<file path="src/rtl/piso_serializer.sv">
// piso_serializer: parametrised parallel-in serial-out shift register.
// Accepts a WIDTH-bit word over a valid/ready handshake and presents it one
// bit at a time, advancing only when the downstream asserts shift_en. The
// final consume of a word can coincide with the load of the next one, so
// words stream back-to-back with no idle bit between them.
module piso_serializer #(
  parameter int WIDTH     = 8,
  parameter bit LSB_FIRST = 1'b0,
  parameter int CNT_W     = $clog2(WIDTH)
) (
  input  logic             clk,
  input  logic             reset,
  input  logic             load_valid,
  output logic             load_ready,
  input  logic [WIDTH-1:0] data_in,
  input  logic             shift_en,
  output logic             serial_out,
  output logic             serial_valid,
  output logic             last,
  output logic             busy
);

  typedef enum logic {
    IDLE  = 1'b0,
    SHIFT = 1'b1
  } state_t;

  localparam logic [CNT_W-1:0] LAST_CNT = CNT_W'(WIDTH - 1);

  state_t           state;
  state_t           state_next;
  logic [WIDTH-1:0] shift_reg;
  logic [WIDTH-1:0] shift_next;
  logic [WIDTH-1:0] shifted;
  logic [CNT_W-1:0] count;
  logic [CNT_W-1:0] count_next;
  logic             accept;
  logic             consume;

  // Status outputs and handshake: all combinational from state, count and shift_en.
  assign busy         = (state == SHIFT);
  assign serial_valid = (state == SHIFT);
  assign last         = (state == SHIFT) && (count == LAST_CNT);
  assign load_ready   = (state == IDLE) || (last && shift_en);
  assign accept       = load_valid && load_ready;
  assign consume      = (state == SHIFT) && shift_en;

  // Output bit taken straight from the output end of the shift register.
  always_comb begin
    serial_out = 1'b0;
    if (state == SHIFT) begin
      if (LSB_FIRST) serial_out = shift_reg[0];
      else           serial_out = shift_reg[WIDTH-1];
    end
  end

  // Shift toward the output end, zero-filling the vacated position.
  always_comb begin
    shifted = '0;
    if (LSB_FIRST) shifted = {1'b0, shift_reg[WIDTH-1:1]};
    else           shifted = {shift_reg[WIDTH-2:0], 1'b0};
  end

  // Next-state logic: a new load wins over the final consume it coincides with.
  always_comb begin
    state_next = state;
    shift_next = shift_reg;
    count_next = count;
    if (accept) begin
      state_next = SHIFT;
      shift_next = data_in;
      count_next = '0;
    end else if (consume) begin
      shift_next = shifted;
      if (last) begin
        state_next = IDLE;
        count_next = '0;
      end else begin
        count_next = count + 1'b1;
      end
    end
  end

  // State, shift register and bit counter, all cleared by reset.
  always_ff @(posedge clk) begin
    if (reset) begin
      state     <= IDLE;
      shift_reg <= '0;
      count     <= '0;
    end else begin
      state     <= state_next;
      shift_reg <= shift_next;
      count     <= count_next;
    end
  end

endmodule

</file>
<file path="config.mk">
export PLATFORM = sky130hd
export DESIGN_NAME = piso_serializer
export DESIGN_NICKNAME = d
export VERILOG_FILES = /design/src/rtl/piso_serializer.sv
export SDC_FILE = /design/constraint.sdc
export NUM_CORES = 1
export LEC_CHECK = 0
export ABC_AREA = 1
export CORE_MARGIN = 4
export CORE_UTILIZATION = 30
export DETAILED_ROUTE_END_ITERATION = 6
export REMOVE_ABC_BUFFERS = 1
export SYNTH_ARGS = -nofsm -noshare
export SYNTH_HDL_FRONTEND = slang
export SYNTH_SLANG_ARGS = --single-unit
</file>
<file path="constraint.sdc">
create_clock -name clk -period 3.3 [get_ports clk]
set_input_delay 0.99 -clock clk [delete_from_list [all_inputs] [get_ports clk]]
set_output_delay 0.99 -clock clk [all_outputs]
set_load 0.02 [all_outputs]
</file>
==> results of run 1 <==
-- worst reg2reg max path: stages, from the launching register on --
cell and delay [ns]:
dfxtp_1 0.33, ha_1 0.20, ha_1 0.21, nand2_2 0.09, nand2_4 0.05, buf_4 0.20
nand2_1 0.09, nand2_1 0.10, a21oi_1 0.13
-- cell type report --
cell class / count / share of cell area, %
multi-input cells: 66 / 38.0
flip-flops and latches: 12 / 27.9
repair buffers: 19 / 21.2
inverters: 11 / 4.79
clock buffers: 4 / 4.21
well taps: 27 / 3.92
-- stage by stage --
step	instances	utilization [%]	instance area, um2	setup slack, ns	hold WS, ns
2_1_floorplan	89	-	609	1.12	0.444
3_3_place_gp	135	40.4	826	0.0886	0.457
3_5_place_dp	135	40.4	826	0.0859	0.464
4_1_cts	139	42.2	862	0.0714	0.475
5_1_grt	139	42.2	862	0.0216	0.485
6_report	139	42.2	862	0.0828	0.477
-- logic make-up (layout without fill, tap and decap cells) --
family / count (synthesis) / after routing
buf+inv: 17 / 34
simple gates: 45 / 45
flops: 12 / 12
fa+ha+maj: 2 / 2
compound gates: 19 / 19
-- final timing paths --
kind,end,cells after the start,from,slack [ns]
worst max-delay path,load_ready,4,shift_en,0.08
worst min-delay path,count[2],2,count[2],0.48
worst max register to register,count[1],8,count[0],1.82
worst min register to register,count[2],2,count[2],0.48
-- report_power, final --
part	leakage (nW)	switching, mW	internal [mW]	total (mW)
clock	0.0210	0.0483	0.0670	0.115
combinational	0.258	0.0416	0.0373	0.0789
sequential	0.0987	0.00832	0.156	0.164
total	0.378	0.0983	0.260	0.359
-- metal layers --
layer  vias to the layer above  GRT usage (%)
met5                         -              0
met4                         0           3.64
met3                         2           2.95
met2                        15           18.1
met1                       263           13.8
li1                        341              -
-- cells in the mapped netlist --
| cell type | instances | area share, % |
|---|---|---|
| buf_4 | 1 | 1.1 |
| buf_6 | 2 | 3.4 |
| dfxtp_1 | 12 | 36 |
| nand2_2 | 3 | 2.8 |
| nand3_1 | 10 | 7.5 |
| nand2_4 | 2 | 3.4 |
| ha_1 | 2 | 3.8 |
| nor2_1 | 15 | 8.5 |
| inv_1 | 10 | 5.7 |
| buf_8 | 1 | 2.3 |
| nor3_1 | 1 | 0.75 |
| a21oi_1 | 12 | 9.0 |
| inv_2 | 1 | 0.56 |
| nand2_1 | 13 | 7.3 |
| nand4_1 | 1 | 0.94 |
| buf_2 | 2 | 1.5 |
| o21ai_1 | 7 | 5.3 |
==> results.md, run 1 <==
| Group | Result | Value |
| --- | --- | --- |
| global routing | Wire length of the first global-routing pass | 2430 um |
| detailed routing | Number of vias per cell after detailed routing | 4.47 |
| logic synthesis | Number of warnings reported in the yosys synthesis log | 0 |
| logic synthesis | Flop and latch count out of synthesis | 12 |
| detailed routing | Detailed Route Iter0 Violations | 0 |
| logic synthesis | Post-synthesis mux area share | 0% |
| logic synthesis | Sequential-to-total area share from yosys stat | 36.2% |
| cells and area | Flip-flop count of the largest register, all copies and words added | 8 |
| cells and area | Multi-input logic area | 328 um2 |
| logic synthesis | Combinational family with the most area after synthesis | simple AND/OR/NAND/NOR gates |
| logic synthesis | Number of distinct library cell variants in the gate-level netlist after synthesis | 17 |
| cts | Deepest clock path buffer count | 2 |
| placed design | Hpwl dp | 1030 um |
| global routing | Number of global-route vias before repair | 589 |
| logic synthesis | Netlist area before placement | 664 um2 |
| logic synthesis | Synth Area in Compound Gates | 14.3% |
| cells and area | Top library cells by usage in the layout, fill and taps aside | clkdlybuf4s50_1, nor2_1, nand2_1 |
| detailed routing | DRT Wirelength | 1370 um |
| setup path | Crit path largest cell delay | 0.61 ns |
| detailed routing | Residual DRC count | 0 |
| timing | Setup-failing EPs final | 0 |
| setup path | CP cell instances | clkdlybuf4s50_1, nand2_2, nand2_4, clkdlybuf4s50_1 |
| cts | Buffer cell driving the clock tree root | clkbuf_4 |
| timing | RSZ-0062 raised after global routing | no |
| timing | Worst-case headroom to the max-slew limit | 74.8% |
| worst hold path | Classification of the worst-slack hold path | flip-flop to flip-flop |
| setup path | Worst Path Buf+Inv | 2 |
| timing | Final worst clock skew | 0.00625 ns |
| timing | Summed negative setup slack over all endpoints | 0 ns |
| pwr | Power density relative to cell area | 416 nW/um2 |
| cts | Clock tree from TritonCTS | yes |
| cells and area | Share of final-layout standard cells stronger than drive strength 1 | 11.6% |
| detailed routing | Met1 routed wirelength after detailed routing | 684 um |
| flow run | Max-cap violations | 0 |
| cts | Clock slew at the register clock pins of the worst setup and hold paths | 0.07 ns |
| floorplan | Boundary Pins | 17 |
| setup path | Cell repeated most along the worst path | clkdlybuf4s50_1 |
| cells and area | Count of fill cells added during filler insertion | 229 |
| setup path | Crit Path Class | primary input to output port |
| detailed routing | Vias | 621 |
| cts | Worst skew pair latency | 0.27 ns |
| cts | Number of buffers added for setup after CTS | 0 |
| cts | H-tree depth reported by CTS | 1 |
| floorplan | Area of the placeable core | 2040 um2 |
| setup path | WP data arrival | 2.23 ns |
| setup path | Highest net fanout along the worst path | 2 |
| floorplan | Number of placement rows | 16 |
| global routing | Total overflow reported by the global router | 0 |
| timing | Min Clock Period, post-route | 3.22 ns |
| floorplan | Die outline area | 3030 um2 |
| setup path | WP data required | 2.31 ns |
| global routing | Overall routing resource usage | 11.0% |
| cells and area | Most common library cell in the layout ignoring fill and taps | clkdlybuf4s50_1 |
| floorplan | Die width | 55.1 um |
| logic synthesis | Average cell area after synthesis | 6.99 um2 |
| cts | Number of buffers inserted during clock tree synthesis | 3 |
| cells and area | Area added between synthesis and finish | 29.8% |
| status | Result of the run | completed |
| logic synthesis | Xor and xnor fraction of the mapped netlist area | 0% |
| placed design | Buffers on Ports | 16 |
| setup path | Critical Path Start Type | primary input |
| timing | Fmax | 311 MHz |
| floorplan | Initial Utilization | 32.5% |
| setup path | Sort of element at the end of the critical path | output port |
| timing | Final-report hold violation count | 0 |
| cts | Number of cells upsized or downsized after cts | 0 |
| detailed routing | Highest metal layer used by the detailed router | met4 |
| detailed routing | Metal3 WL | 83 um |
| cells and area | Footprint of the flip-flops and latches | 240 um2 |
| global routing | Pin count of the biggest net entering global routing | 18 |
| setup path | Gate family responsible for the most delay along the worst path | buffers and inverters |
| logic synthesis | Simple-gate portion of the synthesized area | 31.3% |
| cts | Post-cts hold buffer count | 0 |
| pwr | Leakage power of the design | 0.378 nW |
| detailed routing | Total met2 wirelength after detailed routing | 582 um |
| logic synthesis | Post-synthesis share of cell area spent on full adders, half adders and majority gates | 3.77% |
| logic synthesis | Synthesized instance count | 95 |
| placed design | Routability cong. | 0.740 |
| cells and area | Antenna diode count | 0 |
| global routing | Number of antenna violations at the first check in global routing | 0 |
| pwr | Final total power | 0.359 mW |
| pwr | Worst supply voltage drop on vdd | 0.000199 V |
| floorplan | Die extent in y | 55.1 um |
| detailed routing | Wirelength per Cell | 9.83 um |
| timing | Count of final max-slew check failures | 0 |
| timing | Worst Tran Pin Value | 0.377 ns |
| timing | Final Cycle Share | 97.5% |
| detailed routing | Number of optimization iterations in the first detailed-route pass | 1 |
| cts | Clock Sink Count | 12 |
| detailed routing | Routed Antenna Nets | 0 |
| setup path | Crit path max-delay cell type | clkdlybuf4s50_1 |
| cells and area | Nets | 127 |
Note: power is estimated with default switching activity, not from simulation.
==> run 2: changes to the inputs <==
GPL_ROUTABILITY_DRIVEN = 0   (was default)
==> results of run 2 <==
The final DEF is identical to that of run 1; final timing and power are the same.
